`src/rtl/apb_uart_rx.sv`:
```
// apb_uart_rx: APB slave UART receiver with 16x oversampling, 8N1 deframing,
// a small receive FIFO and RXDATA / STATUS / CTRL registers.
// Optional build macro RX_PARITY_EN switches the frame to 8E1 and enables the
// PE sticky flag (STATUS bit4).
module apb_uart_rx #(
  parameter int unsigned DATA_WIDTH = 32,
  parameter int unsigned ADDR_WIDTH = 32,
  parameter int unsigned CLOCK_RATE = 100000000,
  parameter int unsigned BAUD_RATE  = 9600,
  parameter int unsigned FIFO_DEPTH = 4
) (
  input  logic                  CLK,
  input  logic                  RST,
  input  logic                  PSEL,
  input  logic                  PENABLE,
  input  logic                  PWRITE,
  input  logic [ADDR_WIDTH-1:0] PADDR,
  input  logic [DATA_WIDTH-1:0] PWDATA,
  output logic [DATA_WIDTH-1:0] PRDATA,
  output logic                  PREADY,
  output logic                  PSLVERR,
  input  logic                  uart_rx,
  output logic                  rx_irq
);

  localparam int unsigned DIV   = CLOCK_RATE / (BAUD_RATE * 16);
  localparam int unsigned DIV_W = (DIV > 1) ? $clog2(DIV) : 1;
  localparam int unsigned PTR_W = $clog2(FIFO_DEPTH);
  localparam int unsigned CNT_W = PTR_W + 1;

  typedef enum logic [2:0] {S_IDLE, S_START, S_DATA, S_PARITY, S_STOP} state_t;

  state_t           state;
  logic             rx_meta, rx_sync, rx_prev;
  logic [DIV_W-1:0] div_cnt;
  logic [3:0]       tc;
  logic [2:0]       bit_idx;
  logic [7:0]       shreg;
  logic             parity_bad;
  logic [7:0]       mem [FIFO_DEPTH];
  logic [PTR_W-1:0] wr_ptr, rd_ptr;
  logic [CNT_W-1:0] count;
  logic             ctrl_en, ctrl_irq_en;
  logic             fe, ovr, pe;

  logic        access_c, rd_c, wr_c;
  logic [1:0]  addr_c;
  logic        empty_c, full_c, pop_c, tick_c;
  logic        stop_evt_c, stop_ok_c, push_c, ovr_set_c, fe_set_c, pe_set_c;
  logic        sts_wr_c;
  logic [11:0] status_c;
  logic        unused_bits;

  assign PREADY   = 1'b1;
  assign access_c = PSEL & PENABLE;
  assign rd_c     = access_c & ~PWRITE;
  assign wr_c     = access_c & PWRITE;
  assign addr_c   = PADDR[3:2];
  assign sts_wr_c = wr_c & (addr_c == 2'd1);

  assign empty_c = (count == '0);
  assign full_c  = (count == CNT_W'(FIFO_DEPTH));
  assign pop_c   = rd_c & (addr_c == 2'd0) & ~empty_c;
  assign tick_c  = (state != S_IDLE) & (div_cnt == DIV_W'(DIV - 1));

  // Stop-bit sampling outcome: push, overrun or framing error
  assign stop_evt_c = ctrl_en & (state == S_STOP) & tick_c & (tc == 4'd15);
  assign stop_ok_c  = stop_evt_c & rx_sync;
  assign push_c     = stop_ok_c & ~parity_bad & (~full_c | pop_c);
  assign ovr_set_c  = stop_ok_c & ~parity_bad & full_c & ~pop_c;
  assign fe_set_c   = stop_evt_c & ~rx_sync;

  assign status_c = {4'(count), 3'b000, pe, ovr, fe, full_c, ~empty_c};

`ifdef RX_PARITY_EN
  assign pe_set_c    = ctrl_en & (state == S_PARITY) & tick_c & (tc == 4'd15)
                       & (rx_sync ^ (^shreg));
  assign unused_bits = ^{PADDR[ADDR_WIDTH-1:4], PADDR[1:0], PWDATA[DATA_WIDTH-1:5]};
`else
  assign pe_set_c    = 1'b0;
  assign parity_bad  = 1'b0;
  assign pe          = 1'b0;
  assign unused_bits = ^{PADDR[ADDR_WIDTH-1:4], PADDR[1:0], PWDATA[DATA_WIDTH-1:4], pe_set_c};
`endif

  // Two-flop synchronizer plus one history flop for falling-edge detect
  always_ff @(posedge CLK) begin
    if (RST) begin
      rx_meta <= 1'b1;
      rx_sync <= 1'b1;
      rx_prev <= 1'b1;
    end else begin
      rx_meta <= uart_rx;
      rx_sync <= rx_meta;
      rx_prev <= rx_sync;
    end
  end

  // Oversample tick divider, parked at zero while idle
  always_ff @(posedge CLK) begin
    if (RST || state == S_IDLE || tick_c) div_cnt <= '0;
    else                                  div_cnt <= div_cnt + DIV_W'(1);
  end

  // Receive FSM: start validation, data shift, optional parity, stop check
  always_ff @(posedge CLK) begin
    if (RST || !ctrl_en) begin
      state   <= S_IDLE;
      tc      <= 4'd0;
      bit_idx <= 3'd0;
      shreg   <= 8'd0;
`ifdef RX_PARITY_EN
      parity_bad <= 1'b0;
`endif
    end else begin
      unique case (state)
        S_IDLE: begin
          tc      <= 4'd0;
          bit_idx <= 3'd0;
`ifdef RX_PARITY_EN
          parity_bad <= 1'b0;
`endif
          if (rx_prev && !rx_sync) state <= S_START;
        end
        S_START: if (tick_c) begin
          if (tc == 4'd7) begin
            tc    <= 4'd0;
            state <= rx_sync ? S_IDLE : S_DATA;
          end else begin
            tc <= tc + 4'd1;
          end
        end
        S_DATA: if (tick_c) begin
          tc <= tc + 4'd1;
          if (tc == 4'd15) begin
            shreg   <= {rx_sync, shreg[7:1]};
            bit_idx <= bit_idx + 3'd1;
            if (bit_idx == 3'd7) begin
`ifdef RX_PARITY_EN
              state <= S_PARITY;
`else
              state <= S_STOP;
`endif
            end
          end
        end
        S_PARITY: if (tick_c) begin
          tc <= tc + 4'd1;
          if (tc == 4'd15) begin
`ifdef RX_PARITY_EN
            parity_bad <= rx_sync ^ (^shreg);
`endif
            state <= S_STOP;
          end
        end
        S_STOP: if (tick_c) begin
          tc <= tc + 4'd1;
          if (tc == 4'd15) state <= S_IDLE;
        end
        default: state <= S_IDLE;
      endcase
    end
  end

  // FIFO storage
  always_ff @(posedge CLK) begin
    if (push_c) mem[wr_ptr] <= shreg;
  end

  // FIFO pointers and occupancy
  always_ff @(posedge CLK) begin
    if (RST) begin
      wr_ptr <= '0;
      rd_ptr <= '0;
      count  <= '0;
    end else begin
      if (push_c) wr_ptr <= wr_ptr + PTR_W'(1);
      if (pop_c)  rd_ptr <= rd_ptr + PTR_W'(1);
      if (push_c && !pop_c)      count <= count + CNT_W'(1);
      else if (pop_c && !push_c) count <= count - CNT_W'(1);
    end
  end

  // Control register, sticky flags (set beats W1C) and interrupt
  always_ff @(posedge CLK) begin
    if (RST) begin
      ctrl_en     <= 1'b1;
      ctrl_irq_en <= 1'b0;
      fe          <= 1'b0;
      ovr         <= 1'b0;
      rx_irq      <= 1'b0;
    end else begin
      if (wr_c && addr_c == 2'd2) begin
        ctrl_en     <= PWDATA[0];
        ctrl_irq_en <= PWDATA[1];
      end
      fe     <= fe_set_c  | (fe  & ~(sts_wr_c & PWDATA[2]));
      ovr    <= ovr_set_c | (ovr & ~(sts_wr_c & PWDATA[3]));
      rx_irq <= ctrl_irq_en & (~empty_c | fe | ovr | pe);
    end
  end

`ifdef RX_PARITY_EN
  // Parity error sticky flag
  always_ff @(posedge CLK) begin
    if (RST) pe <= 1'b0;
    else     pe <= pe_set_c | (pe & ~(sts_wr_c & PWDATA[4]));
  end
`endif

  // Combinational read data and error response
  always_comb begin
    PRDATA  = '0;
    PSLVERR = 1'b0;
    if (access_c) begin
      unique case (addr_c)
        2'd0: begin
          if (PWRITE || empty_c) PSLVERR = 1'b1;
          else                   PRDATA  = DATA_WIDTH'(mem[rd_ptr]);
        end
        2'd1: if (!PWRITE) PRDATA = DATA_WIDTH'(status_c);
        2'd2: if (!PWRITE) PRDATA = DATA_WIDTH'({ctrl_irq_en, ctrl_en});
        default: PSLVERR = 1'b1;
      endcase
    end
  end

endmodule

```
`config.mk`:
```
export PLATFORM = sky130hd
export DESIGN_NAME = apb_uart_rx
export DESIGN_NICKNAME = d
export VERILOG_FILES = /design/src/rtl/apb_uart_rx.sv
export SDC_FILE = /design/constraint.sdc
export NUM_CORES = 1
export LEC_CHECK = 0
export BUFFER_PORTS_ARGS = -buffer_cell sky130_fd_sc_hd__buf_2
export CAP_MARGIN = 5
export CORE_MARGIN = 2
export CORE_UTILIZATION = 52
export DETAILED_ROUTE_END_ITERATION = 7
export GPL_TIMING_DRIVEN = 0
export PLACE_DENSITY_LB_ADDON = 0.12
export SLEW_MARGIN = 20
export SYNTH_ARGS = -nofsm -noshare
export SYNTH_HDL_FRONTEND = slang
export SYNTH_SLANG_ARGS = --single-unit
```
`constraint.sdc`:
```
create_clock -name CLK -period 3.35 [get_ports CLK]
set_input_delay 0 -clock CLK [delete_from_list [all_inputs] [get_ports CLK]]
set_output_delay 0 -clock CLK [all_outputs]
set_load 0.005 [all_outputs]
```
==> out/results.tsv <==
metric	value	unit
synthDistinctLibCells	48	
worstPathMaxFanout	8	
worst-setup-path-type	reg -> reg	
antenna_found_initial	0	
endpoint_kind	flip-flop	
synth.ff_latch_count	77	
tritoncts_clock_tree	yes	
die-height	87.4	um
io_buffers	23	
maxClockFrequency	343	MHz
firstDrtPassIters	4	
worstMarginPinSlew	753	ps
synthCells	325	
crit_family	simple AND/OR/NAND/NOR gates	
power.density_cell_area	408	mW/mm2
total_clock_buffers_created_by_cts	9	
fin_crit	2920	ps
synth-edff-count	32	
critical-path-slowest-cell	dfxtp_1	
share_of_synthesized_area_occupied_by_flip_flops_and_latches	51.4	%
finalSetupTns	0	ps
p_leak	1.85	nW
path_buf_inv	2	
drt_iter0_markers	168	
cts-htree-levels	3	
status	complete, no violations	
syn_area_per_cell	11.1	um2
route.final.wire_length	6240	um
clkTransAtPathRegs	80	ps
cts.sink_count	77	
dominantRegCellSynth	dfxtp_1	
report.final.setup_viol	0	
finalClockSkew	10.9	ps
post_route_clock_period_utilization	87.1	%
max_slew_headroom	49.1	%
floorplan.io_pins	105	
dp.final_hpwl	4420	um
clk-insertion-delay-late	340	ps
antenna_cells_inserted	0	
finish.net_count	468	
cts_setup_buffers	0	
critical_path.startpoint_type	flip-flop	
vias_in_the_first_global_route	2227	
syn-cell-area	0.00362	mm2
fp.dieArea	0.00764	mm2
path_cells	nor3b_1 > and4_2 > and3_1 > clkbuf_1 > and2_1 > ha_1 > inv_1 > fa_1 > xor2_1 > or3_1 > a21oi_1	
detailroute.via_count	2421	
routabilityCongestion	0.863	
cp_slowest_stage_delay	400	ps
clock_tree.buffer_depth	2	
drv.max_cap_violation_count	0	
drc_errors	0	
cp_data_required_time	3630	ps
rsz0062_at_grt	false	
share_of_flip_flops_with_an_asynchronous_set_or_reset_after_synthesis	0	%
timing_hold_violations_final	0	
initial_utilization	53.6	%
layout.core_utilization	61.0	%
grt_pass1_wl	10500	um
cp_data_arrival_time	3190	ps
worst_ir_drop_vdd	0.000227	V
global_route.overflow_total	0	
core_area	0.00676	mm2
ys.warnings.count	0	
global_route.usage.total	17.8	%
cts_root_buffer	clkbuf_8	
chipWidth	87.4	um
detail_route.vias_per_cell	5.18	
min_path_type	in -> reg	
pin_count_of_the_biggest_net_entering_global_routing	15	
timing_max_transition_violations_final	0	
wl_per_cell	13.4	um
antenna_nets_post_route	0	
area.growth.synth_to_final	13.9	%
final_layout_size_suffix_gt1_share	21.4	%
rows	30	
==> sequential cells by signal (all words and copies together) (netlist names), named ones only <==
signal	count
ctrl_irq_en	1
state	3
fe	1
rd_ptr	2
count	3
bit_idx	3
rx_meta	1
wr_ptr	2
rx_sync	1
shreg	8
ovr	1
rx_prev	1
div_cnt	10
ctrl_en	1
tc	4
rx_irq	1
mem	32
==> layout make-up <==
type | count | area [um2]
clock buffer | 9 | 124
fill | 584 | 2630
sequential | 77 | 1860
clock inverter | 6 | 48.8
tap | 80 | 100
buffer | 35 | 218
multi-input combinational | 224 | 1580
inverter | 9 | 33.8
timing repair buffer | 27 | 155
==> where the power goes <==
group,total (mW),switching [mW],internal (mW)
clock,0.616,0.345,0.271
sequential,0.975,0.00412,0.971
combinational,0.0887,0.0470,0.0417
==> final timing paths <==
check        endpoint        from  slack, ps  depth (start not counted)
min reg2reg   rx_sync     rx_meta        420                          1
min                fe   PWDATA[2]         20                          4
max          count[2]  div_cnt[3]        430                         11
max reg2reg  count[2]  div_cnt[3]        430                         11
==> metal layers <==
layer	wire length, um	up-vias	track usage [%]
li1	-	1230	-
met2	3030	62	29.4
met3	279	9	3.22
met5	0	-	0
met4	82	0	6.71
met1	2850	1120	23.4
==> synthesized netlist by cell type (2+ instances only) <==
cell	number	area share [%]
dfxtp_1	45	25
nor2_1	36	3.7
edfxtp_1	32	27
buf_4	22	4.6
ha_1	14	4.8
mux2i_1	14	3.9
and3_1	13	2.2
nand2_1	13	1.3
nand3_1	11	1.5
a21oi_1	10	1.4
xor2_1	10	2.4
clkbuf_1	9	0.93
inv_1	9	0.93
mux4_2	8	5.0
and2_1	7	1.2
nand4_1	6	1.0
nand2b_1	5	0.86
nor3_1	5	0.69
o21ai_0	5	0.69
or2_2	5	0.86
or3_1	4	0.69
a22oi_1	3	0.62
a32o_1	3	0.83
buf_2	3	0.41
nor2b_1	3	0.52
conb_1	2	0.21
nand3b_1	2	0.41
nor3b_1	2	0.41
o211ai_1	2	0.41
o31ai_1	2	0.41
or3b_2	2	0.48
xnor2_1	2	0.48
==> cell families after synthesis <==
logic type                 count (synthesis)  synth area share [%]
and+or+nand+nor                          122                  18.3
xor gates and xnor gates                  12                  2.90
other                                      2                 0.207
adders and majority gates                 16                  5.70
muxes                                     23                  9.16
DFF                                       77                  51.4
buffers and inverters                     44                  6.95
AOI/OAI and AO/OA                         29                  5.32
==> cells in the final DEF (no fill, tap or decap), types with 6 or more instances in the layout <==
cell type / instances
a21oi_1: 10
and2_1: 7
and3_1: 13
buf_2: 26
buf_4: 22
clkbuf_1: 9
clkbuf_8: 9
conb_1: 22
dfxtp_1: 45
edfxtp_1: 32
ha_1: 14
inv_1: 9
mux2i_1: 14
mux4_2: 8
nand2_1: 13
nand3_1: 11
nand4_1: 6
nor2_1: 36
xor2_1: 10
==> repair_timing <==
action | 4_1_cts | 5_1_grt
gates resized for setup | 0 | 0
hold buffers | 4 | 0
endpoints found under the hold margin | 4 | 0
==> stage by stage <==
stage | total power [mW] | area, um2 | worst slack (ps) | hold WS [ps] | cells
final | 1.68 | 4120 | 431 | 15.5 | 467
after detailed placement | 1.08 | 3910 | 419 | 187 | 448
after floorplan | 1.06 | 3690 | 788 | 104 | 345
after CTS | 1.70 | 4120 | 387 | 7.43 | 467
after global routing | 1.76 | 4120 | 220 | 31.2 | 467
after global placement | 1.08 | 3910 | 494 | 183 | 448
==> worst register-to-register path, stage by stage, from the launching register on <==
cell	delay, ps
dfxtp_1	400
nor3b_1	320
and4_2	310
and3_1	160
clkbuf_1	240
and2_1	180
ha_1	190
inv_1	60
fa_1	370
xor2_1	170
or3_1	310
a21oi_1	140
Power figures use the tool's default switching activity.
